**config.mk**
```make
export PLATFORM = sky130hd
export DESIGN_NAME = ascon_tag_verifier_flat
export DESIGN_NICKNAME = d
export VERILOG_FILES = /design/src/rtl/ascon_tag_verifier_if.sv /design/src/rtl/ascon_tag_verifier.sv /design/src/flat_wrapper.sv
export SDC_FILE = /design/constraint.sdc
export NUM_CORES = 1
export LEC_CHECK = 0
export CAP_MARGIN = 25
export CORE_AREA = 4 4 276 278
export CTS_BUF_LIST = sky130_fd_sc_hd__clkbuf_2 sky130_fd_sc_hd__clkbuf_4 sky130_fd_sc_hd__clkbuf_8
export CTS_CLUSTER_SIZE = 16
export DETAILED_ROUTE_END_ITERATION = 10
export DIE_AREA = 0 0 280 282
export DONT_BUFFER_PORTS = 1
export PLACE_DENSITY_LB_ADDON = 0.12
export SLEW_MARGIN = 20
export SYNTH_ARGS = -nofsm -noshare
export SYNTH_HDL_FRONTEND = slang
export SYNTH_SLANG_ARGS = --single-unit
```
**constraint.sdc**
```tcl
create_clock -name clk -period 16.3 [get_ports clk]
set_input_delay 1.63 -clock clk [delete_from_list [all_inputs] [get_ports clk]]
set_output_delay 1.63 -clock clk [all_outputs]
set_load 0.03 [all_outputs]
```
**src/rtl/ascon_tag_verifier_if.sv**
```systemverilog
// Decrypt-side port bundle between the ASCON core, the tag verifier and
// the downstream plaintext consumer.
interface ascon_tag_verifier_if;
    logic         start;
    logic [63:0]  pt_block;
    logic [3:0]   pt_len;
    logic         pt_v;
    logic [127:0] core_tag;
    logic         core_tv;
    logic [127:0] rx_tag;
    logic         rx_tag_v;
    logic [63:0]  out_block;
    logic [3:0]   out_len;
    logic         out_v;
    logic         out_ready;
    logic         auth_ok;
    logic         auth_fail;
    logic         overflow;
    logic         busy;
    logic         done;

    modport master (
        output start, pt_block, pt_len, pt_v,
        output core_tag, core_tv, rx_tag, rx_tag_v, out_ready,
        input  out_block, out_len, out_v,
        input  auth_ok, auth_fail, overflow, busy, done
    );

    modport slave (
        input  start, pt_block, pt_len, pt_v,
        input  core_tag, core_tv, rx_tag, rx_tag_v, out_ready,
        output out_block, out_len, out_v,
        output auth_ok, auth_fail, overflow, busy, done
    );
endinterface

```
**src/rtl/ascon_tag_verifier.sv**
```systemverilog
// Buffers decrypted plaintext and releases it only after a constant-time
// 128-bit tag compare succeeds; otherwise the buffer is discarded.
module ascon_tag_verifier #(
    parameter int DEPTH = 8
) (
    input logic clk,
    input logic RST,
    ascon_tag_verifier_if.slave bus
);
    localparam int AW = (DEPTH > 1) ? $clog2(DEPTH) : 1;
    localparam logic [AW:0] FULL = (AW + 1)'(DEPTH);

    typedef enum logic [1:0] {IDLE, COLLECT, COMPARE, RELEASE} state_t;

    state_t        state;
    state_t        state_n;
    logic [67:0]   mem [DEPTH];
    logic [AW-1:0] wr_ptr;
    logic [AW-1:0] rd_ptr;
    logic [AW:0]   count;
    logic [127:0]  core_tag_q;
    logic [127:0]  rx_tag_q;
    logic          core_l;
    logic          rx_l;
    logic          auth_ok_q;
    logic          auth_fail_q;
    logic          overflow_q;
    logic          done_q;
    logic          collect;
    logic          push;
    logic          drop;
    logic          pop;
    logic          out_v;
    logic          empty;
    logic          tags_ready;
    logic          diff;
    logic          pass;

    assign empty      = (count == '0);
    assign collect    = (state == COLLECT) && !bus.start;
    assign push       = collect && bus.pt_v && (count != FULL);
    assign drop       = collect && bus.pt_v && (count == FULL);
    assign tags_ready = (core_l || bus.core_tv) && (rx_l || bus.rx_tag_v);
    // Full-width XOR reduce: timing never depends on where tags differ
    assign diff       = |(core_tag_q ^ rx_tag_q);
    assign pass       = !diff && !overflow_q;
    assign out_v      = (state == RELEASE) && !empty;
    assign pop        = out_v && bus.out_ready && !bus.start;

    always_ff @(posedge clk or posedge RST) begin
        if (RST) state <= IDLE;
        else     state <= state_n;
    end

    always_comb begin
        state_n = state;
        if (bus.start) begin
            state_n = COLLECT;
        end else begin
            unique case (state)
                IDLE:    state_n = IDLE;
                COLLECT: if (tags_ready) state_n = COMPARE;
                COMPARE: state_n = pass ? RELEASE : IDLE;
                RELEASE: if (empty) state_n = IDLE;
                default: state_n = IDLE;
            endcase
        end
    end

    always_ff @(posedge clk or posedge RST) begin
        if (RST) begin
            wr_ptr      <= '0;
            rd_ptr      <= '0;
            count       <= '0;
            core_tag_q  <= '0;
            rx_tag_q    <= '0;
            core_l      <= 1'b0;
            rx_l        <= 1'b0;
            auth_ok_q   <= 1'b0;
            auth_fail_q <= 1'b0;
            overflow_q  <= 1'b0;
            done_q      <= 1'b0;
        end else begin
            done_q <= 1'b0;
            if (bus.start) begin
                wr_ptr      <= '0;
                rd_ptr      <= '0;
                count       <= '0;
                core_l      <= 1'b0;
                rx_l        <= 1'b0;
                auth_ok_q   <= 1'b0;
                auth_fail_q <= 1'b0;
                overflow_q  <= 1'b0;
            end else begin
                unique case (state)
                    COLLECT: begin
                        if (push) begin
                            wr_ptr <= wr_ptr + 1'b1;
                            count  <= count + 1'b1;
                        end
                        if (drop) overflow_q <= 1'b1;
                        if (bus.core_tv) begin
                            core_tag_q <= bus.core_tag;
                            core_l     <= 1'b1;
                        end
                        if (bus.rx_tag_v) begin
                            rx_tag_q <= bus.rx_tag;
                            rx_l     <= 1'b1;
                        end
                    end
                    COMPARE: begin
                        core_l <= 1'b0;
                        rx_l   <= 1'b0;
                        if (pass) begin
                            auth_ok_q <= 1'b1;
                        end else begin
                            auth_fail_q <= 1'b1;
                            wr_ptr      <= '0;
                            rd_ptr      <= '0;
                            count       <= '0;
                            done_q      <= 1'b1;
                        end
                    end
                    RELEASE: begin
                        if (empty) begin
                            done_q <= 1'b1;
                        end else if (pop) begin
                            rd_ptr <= rd_ptr + 1'b1;
                            count  <= count - 1'b1;
                        end
                    end
                    default: ;
                endcase
            end
        end
    end

    // Plain RAM: contents are meaningless until written after start
    always_ff @(posedge clk) begin
        if (push) mem[wr_ptr] <= {bus.pt_block, bus.pt_len};
    end

    assign bus.out_v     = out_v;
    assign bus.out_block = out_v ? mem[rd_ptr][67:4] : '0;
    assign bus.out_len   = out_v ? mem[rd_ptr][3:0] : '0;
    assign bus.auth_ok   = auth_ok_q;
    assign bus.auth_fail = auth_fail_q;
    assign bus.overflow  = overflow_q;
    assign bus.busy      = (state != IDLE);
    assign bus.done      = done_q;
endmodule

```
**src/flat_wrapper.sv**
```systemverilog
// flat-port wrapper written by rule: the top's interface ports become plain ports
module ascon_tag_verifier_flat 
#(
    parameter int DEPTH = 8
)
  (clk, RST, bus_start, bus_pt_block, bus_pt_len, bus_pt_v, bus_core_tag, bus_core_tv, bus_rx_tag, bus_rx_tag_v, bus_out_ready, bus_out_block, bus_out_len, bus_out_v, bus_auth_ok, bus_auth_fail, bus_overflow, bus_busy, bus_done);
  ascon_tag_verifier_if bus_i ();
  input logic clk;
  input logic RST;
  input wire logic [$bits(bus_i.start)-1:0] bus_start;
  input wire logic [$bits(bus_i.pt_block)-1:0] bus_pt_block;
  input wire logic [$bits(bus_i.pt_len)-1:0] bus_pt_len;
  input wire logic [$bits(bus_i.pt_v)-1:0] bus_pt_v;
  input wire logic [$bits(bus_i.core_tag)-1:0] bus_core_tag;
  input wire logic [$bits(bus_i.core_tv)-1:0] bus_core_tv;
  input wire logic [$bits(bus_i.rx_tag)-1:0] bus_rx_tag;
  input wire logic [$bits(bus_i.rx_tag_v)-1:0] bus_rx_tag_v;
  input wire logic [$bits(bus_i.out_ready)-1:0] bus_out_ready;
  output wire logic [$bits(bus_i.out_block)-1:0] bus_out_block;
  output wire logic [$bits(bus_i.out_len)-1:0] bus_out_len;
  output wire logic [$bits(bus_i.out_v)-1:0] bus_out_v;
  output wire logic [$bits(bus_i.auth_ok)-1:0] bus_auth_ok;
  output wire logic [$bits(bus_i.auth_fail)-1:0] bus_auth_fail;
  output wire logic [$bits(bus_i.overflow)-1:0] bus_overflow;
  output wire logic [$bits(bus_i.busy)-1:0] bus_busy;
  output wire logic [$bits(bus_i.done)-1:0] bus_done;
  assign bus_i.start = bus_start;
  assign bus_i.pt_block = bus_pt_block;
  assign bus_i.pt_len = bus_pt_len;
  assign bus_i.pt_v = bus_pt_v;
  assign bus_i.core_tag = bus_core_tag;
  assign bus_i.core_tv = bus_core_tv;
  assign bus_i.rx_tag = bus_rx_tag;
  assign bus_i.rx_tag_v = bus_rx_tag_v;
  assign bus_i.out_ready = bus_out_ready;
  assign bus_out_block = bus_i.out_block;
  assign bus_out_len = bus_i.out_len;
  assign bus_out_v = bus_i.out_v;
  assign bus_auth_ok = bus_i.auth_ok;
  assign bus_auth_fail = bus_i.auth_fail;
  assign bus_overflow = bus_i.overflow;
  assign bus_busy = bus_i.busy;
  assign bus_done = bus_i.done;
  ascon_tag_verifier #(.DEPTH(DEPTH)) u_core (.clk(clk), .RST(RST), .bus(bus_i));
endmodule
```
# Word-level counts from Yosys, hierarchy flattened
# Memory sizes are Yosys's and may differ from the RTL's.
# Index checks and enable logic that the tools add are counted.
word_totals:
  register_bits: 274
  latchBits: 0
  ram_bits: 544
  romBits: 0
  input_bits: 331
  output_inout_bits: 74
  wordCells: 112
  n_memories: 1
classes:
  add_sub_neg: 4
  mul: 0
  div_mod_pow: 0
  n_lt_le_gt_ge: 0
  n_eq_ne: 14
  shifts: 0
  n_mux: 42
  bitwise: 2
  reduce_logical: 37
memory_table:
  columns: ["memory", "depth", "width", "read_ports", "rd_clocked_by_memory_dff", "write_ports", "line", "source"]
  rows:
  - ["u_core.mem", 8, 68, 1, 0, 1, "ascon_tag_verifier.sv:17", "logic [67:0] mem [DEPTH];"]
op_table:
  columns: ["cell", "count"]
  rows:
  - ["128-bit OR reduction", 1]
  - ["128-bit bitwise XOR", 1]
  - ["64-bit two-way mux", 1]
  - ["4-bit two-way mux", 6]
  - ["1-bit two-way mux", 18]
  - ["3-bit two-way mux", 6]
  - ["3-bit by 2-bit != test with 1-bit output (second input constant)", 4]
  - ["3-bit != test (second input constant)", 4]
  - ["3-bit case mux with 2 select lines", 2]
  - ["4-bit case mux with 3 select lines", 1]
  - ["2-bit AND reduction", 6]
  - ["2-bit nonzero test", 5]
  - ["1-bit logical AND", 9]
  - ["3-bit AND reduction", 3]
  - ["2-bit two-way mux", 4]
  - ["2-bit case mux with 4 select lines", 1]
  - ["3-bit by 1-bit adder with 3-bit output (second input constant)", 2]
  - ["1-bit case mux with 2 select lines", 3]
  - ["3-bit nonzero test", 2]
  - ["5-bit AND reduction", 1]
  - ["4-bit by 1-bit adder with 4-bit output (second input constant)", 1]
  - ["2-bit == test (second input constant)", 2]
  - ["4-bit == test (second input constant)", 1]
  - ["1-bit zero test", 4]
  - ["other kinds (10)", 11]

# Longest topological paths before layout
depth:
  ltp_word: 9
  mapped_depth: 10
  mapped_depth_nobuf: 9

# Worst setup path after synthesis
# Ideal clock, no wire load.
synth_path:
  path_kind: "input port to flip-flop"
  startpoint: "in bus_start"
  endpoint: "mem u_core.mem[0][0], enable pin"
  setup_time_ns: 0.662
  arrival_time_ns: 8.532
  t_required_ns: 15.638
  path_slack_ns: 7.105
  cell_stages: 3
  n_path_buf: 0
  cell_sequence: "and2b_1 nand3b_1 nor4_1"
synth_between:
  elab_chain_len: 6
synth_rtl:
  columns: ["item", "line", "source"]
  rows:
  - ["start, declared", "flat_wrapper.sv:10", "input wire logic [$bits(bus_i.start)-1:0] bus_start;"]
  - ["1-bit zero test", "ascon_tag_verifier.sv:40", "assign collect = (state == COLLECT) && !bus.start;"]
  - ["1-bit logical AND", "ascon_tag_verifier.sv:40", null]
  - ["1-bit logical AND (2 in series)", "ascon_tag_verifier.sv:41", "assign push = collect && bus.pt_v && (count != FULL);"]
  - ["1-bit two-way mux", "ascon_tag_verifier.sv:140", "if (push) mem[wr_ptr] <= {bus.pt_block, bus.pt_len};"]
  - ["1-bit two-way mux (not written as such)", "ascon_tag_verifier.sv:140", null]
  - ["end, declared", "ascon_tag_verifier.sv:17", null]
# Every way passes these cells.

# Worst setup path after layout
layout_path:
  startpoint: "reg u_core.rd_ptr[0]"
  endpoint: "out bus_out_block[4]"
layout_between:
  elab_chain_len: 2
layout_rtl:
  columns: ["item", "line", "source"]
  rows:
  - ["start, declared", "ascon_tag_verifier.sv:19", "logic [AW-1:0] rd_ptr;"]
  - ["start signal, assigned", "ascon_tag_verifier.sv:128", "rd_ptr <= rd_ptr + 1'b1;"]
  - ["memory 8 x 68 bit", null, null]
  - ["64-bit two-way mux", "ascon_tag_verifier.sv:144", "assign bus.out_block = out_v ? mem[rd_ptr][67:4] : '0;"]
  - ["end, declared", "flat_wrapper.sv:19", "output wire logic [$bits(bus_i.out_block)-1:0] bus_out_block;"]
# Every way passes these cells.

==> reports/metrics.yaml <==
yosys:
  syn_nets: 2209
  synth_edf_count: 544
  ys.flop_type: "edfxtp_1"
  avgSynthCellArea_um2: 17.57
  ys_seq_area_share_pct: 70.64
  synth_cell_types: 55
  ys_seq_elements: 818
  synthesis.area_um2: 32830
  synth_warnings: 0
  async_reset_ff_share_pct: 33.50
  syn_inst: 1869
clock_tree:
  clk_root_buffer_cell: "clkbuf_8"
  numCtsBuffers: 144
  insertion_delay_ns: 0.79
  ctsResizeCount: 0
  clock_path_buffers: 3
  post_cts_buffers: 0
  htree_levels: 4
  cts_tree: "yes"
  cts-hold-fix-buffers: 0
  clk_pin_slew_worst_paths_ns: 0.06
  cts_sinks: 818
sta:
  slew_violations: 0
  hold_viol: 0
  fin_worst_skew_ns: 0.03709
  final.period_utilization_pct: 33.93
  final.setup.tns_ns: 0
  setup_violations: 0
  max_freq_mhz: 180.8
  slew_headroom_pct: 25.73
  period_needed_ns: 5.530
  rsz0062_at_grt: "no"
  worst_slew_pin_slew_ns: 1.118
pwr:
  p_sw_w: 0.001366
  internal-power_w: 0.003881
  peakVddDrop_uv: 68.06
  power.share.combinational_pct: 13.3
  pwr-share-clk_pct: 35.5
  leakagePower_nw: 13.06
  seqPwrFrac_pct: 51.2
  p_per_area_nw_per_um2: 141.8
  swShare_pct: 26.03
critical_path:
  critPathBufInv: 2
  path_delay_family: "flip-flops"
  r2r-end: "u_core.mem[5][39]"
  slowest_delay_ns: 1.03
  crit_chain: "buf_4 > buf_16 > mux4_2 > nand2_1 > a21oi_1"
  rr_worst_depth: 8
  r2r_setup_slack_ns: 12.40
  worst_setup_path_end_kind: "output port"
  cp_slowest_cell: "dfrtp_4"
  crit_path_start_kind: "flop"
  cp_data_required_time_ns: 14.67
  critical_path.max_fanout: 45
  critPathKind: "reg -> out"
  crit_arrival_ns: 3.90
  r2r_start: "u_core.state[1]"
worst_hold_path:
  hold_class: "reg -> reg"
  hold_depth: 1
  min_from: "u_core.rx_tag_q[29]"
  hold_end: "u_core.rx_tag_q[29]"
floorplanning:
  start_util_pct: 44.40
  die_x_um: 280
  io_pins: 405
  num_rows: 100
  die_area_um2: 78960
  die_h_um: 282
  core_um2: 73950
placed_design:
  placed_cell_area_um2: 34050
  numPortBuffers: 0
  dpl.hpwl_um: 50000
  place_congestion: 0.7922
drt:
  drc_errors: 0
  post_drt_wl_per_cell_um: 26.54
  ant_nets: 0
  num_vias: 16780
  drt_first_pass_iters: 5
  viasPerCell: 5.525
  drt_wl_total_um: 80590
  drt_iter0_drc: 1072
grt:
  grt_pass1_vias: 18130
  overflow: 0
  grt_usage_pct: 20.32
  grt_max_degree: 149
  antenna_found_initial: 18
  grt_pass1_wl_um: 118100
outcome:
  outcome: "completed"
finish:
  fin_nets: 2297
  areaGrowthSynthToFinish_pct: 12.71
  drive_above_1_share_pct: 32.57
  fin_area_um2: 37000
job:
  max_cap_violations: 0
-- logic make-up after synthesis --
| group | count (synthesis) | synth area share, % |
|---|---|---|
| AO/OA/AOI/OAI | 145 | 2.874 |
| XOR/XNOR | 74 | 1.974 |
| adder cells (fa/ha/maj) | 9 | 0.3659 |
| buffers and inverters | 141 | 1.700 |
| flip-flops | 818 | 70.64 |
| multiplexers | 395 | 18.20 |
| AND/OR/NAND/NOR | 287 | 4.242 |
-- flip-flops by register name, summed over array words and instances, names as in the netlist --
| register | count |
|---|---|
| u_core.rx_l | 1 |
| u_core.wr_ptr | 3 |
| u_core.core_l | 1 |
| u_core.bus.auth_ok | 1 |
| u_core.bus.overflow | 1 |
| u_core.mem | 544 |
| u_core.core_tag_q | 128 |
| u_core.bus.auth_fail | 1 |
| u_core.rd_ptr | 3 |
| u_core.state | 2 |
| u_core.rx_tag_q | 128 |
| u_core.bus.done | 1 |
| u_core.count | 4 |
-- worst register-to-register path, stage by stage (launching register included) --
cell and delay, ns:
dfrtp_1 0.41, inv_1 0.10, ha_1 0.49, and2b_1 0.39
nand2_1 0.09, nor2_1 0.32, nand2_1 0.30, nor2_4 0.54
buf_4 0.80
-- through the flow --
stage	hold WS [ns]	util [%]	setup WS (ns)	power, W	cells
2_1_floorplan	0.4794	-	7.105	0.003217	1869
3_3_place_gp	0.4926	45.90	11.22	0.003405	2773
3_5_place_dp	0.4953	46.05	11.25	0.003434	2777
4_1_cts	0.5080	49.90	10.36	0.005318	3029
5_1_grt	0.5144	50.03	10.50	0.005503	3034
6_report	0.5049	50.04	10.77	0.005248	3037
-- final cells by class --
class,count,area [µm²]
Fill cell,6144,36940
Antenna cell,5,12.51
Sequential cell,818,23200
Multi-Input combinational cell,910,9159
Clock buffer,198,2444
Clock inverter,54,401.6
Tap cell,969,1212
Timing Repair Buffer,29,354.1
Inverter,54,215.2
-- routing by layer --
layer / track usage [%] / part of all wire, % / vias up
met5: 0 / 0.17 / -
met4: 6.836 / 2.4 / 22
met3: 7.808 / 8.4 / 148
met2: 34.10 / 50 / 509
met1: 24.31 / 39 / 8753
li1: - / - / 7346
-- cell usage in the layout (no fill, tap or decap), types with 4 or more instances in the layout --
master / instances
edfxtp_1: 544
dfrtp_1: 271
mux2_2: 256
clkbuf_8: 153
nand2_1: 151
mux4_2: 136
a21oi_1: 84
xor2_1: 61
inv_1: 51
clkbuf_4: 45
nor2b_1: 35
clkinv_1: 28
nand2b_1: 23
nor4_1: 21
buf_4: 21
nor2_1: 13
xnor2_1: 13
o22ai_1: 12
clkinv_2: 9
nand4_1: 8
ha_1: 8
nand3_1: 7
buf_16: 6
diode_2: 5
o2111ai_1: 5
a2111oi_0: 4
a22o_1: 4
a22oi_1: 4
o21ai_0: 4
a31oi_1: 4
nor3_2: 4
clkinv_8: 4
inv_12: 4
inv_6: 4
-- cells in the mapped netlist (7+ instances only) --
| library cell | n | area [µm²] |
|---|---|---|
| nor2b_1 | 35 | 219.0 |
| nor4_1 | 23 | 143.9 |
| nor3_1 | 7 | 35.03 |
| buf_1 | 9 | 33.78 |
| clkbuf_1 | 60 | 225.2 |
| xor2_1 | 61 | 534.3 |
| nand3_1 | 7 | 35.03 |
| inv_1 | 52 | 195.2 |
| xnor2_1 | 13 | 113.9 |
| ha_1 | 8 | 100.1 |
| nor2_1 | 16 | 60.06 |
| nand4_1 | 8 | 50.05 |
| dfrtp_1 | 274 | 6857 |
| mux2_2 | 256 | 2883 |
| mux4_2 | 136 | 3063 |
| o22ai_1 | 12 | 75.07 |
| buf_2 | 17 | 85.08 |
| nand2_1 | 153 | 574.3 |
| a21oi_1 | 84 | 420.4 |
| nand2b_1 | 24 | 150.1 |
| edfxtp_1 | 544 | 16340 |
-- worst max path at each step --
stage | start | to | slack (ns) | cells past startpoint
global route | u_core.rd_ptr[0] | bus_out_block[4] | 10.50 | 5
floorplan | bus_start | u_core.mem[0][0] | 7.11 | 3
detailed placement | u_core.rd_ptr[0] | bus_out_block[4] | 11.25 | 4
finish | u_core.rd_ptr[0] | bus_out_block[4] | 10.77 | 5
global placement | u_core.rd_ptr[0] | bus_out_block[4] | 11.22 | 4
CTS | u_core.rd_ptr[0] | bus_out_block[4] | 10.36 | 4
-- power by group through the flow --
stage / combinational (W) / clock, W / sequential, W
after floorplan: 0.000549 / 0 / 0.00267
after global placement: 0.000692 / 0 / 0.00271
after detailed placement: 0.000708 / 0 / 0.00273
after CTS: 0.000713 / 0.00192 / 0.00269
after global routing: 0.000768 / 0.00202 / 0.00272
final: 0.000698 / 0.00186 / 0.00269
Note: power is estimated with default switching activity, not from simulation.
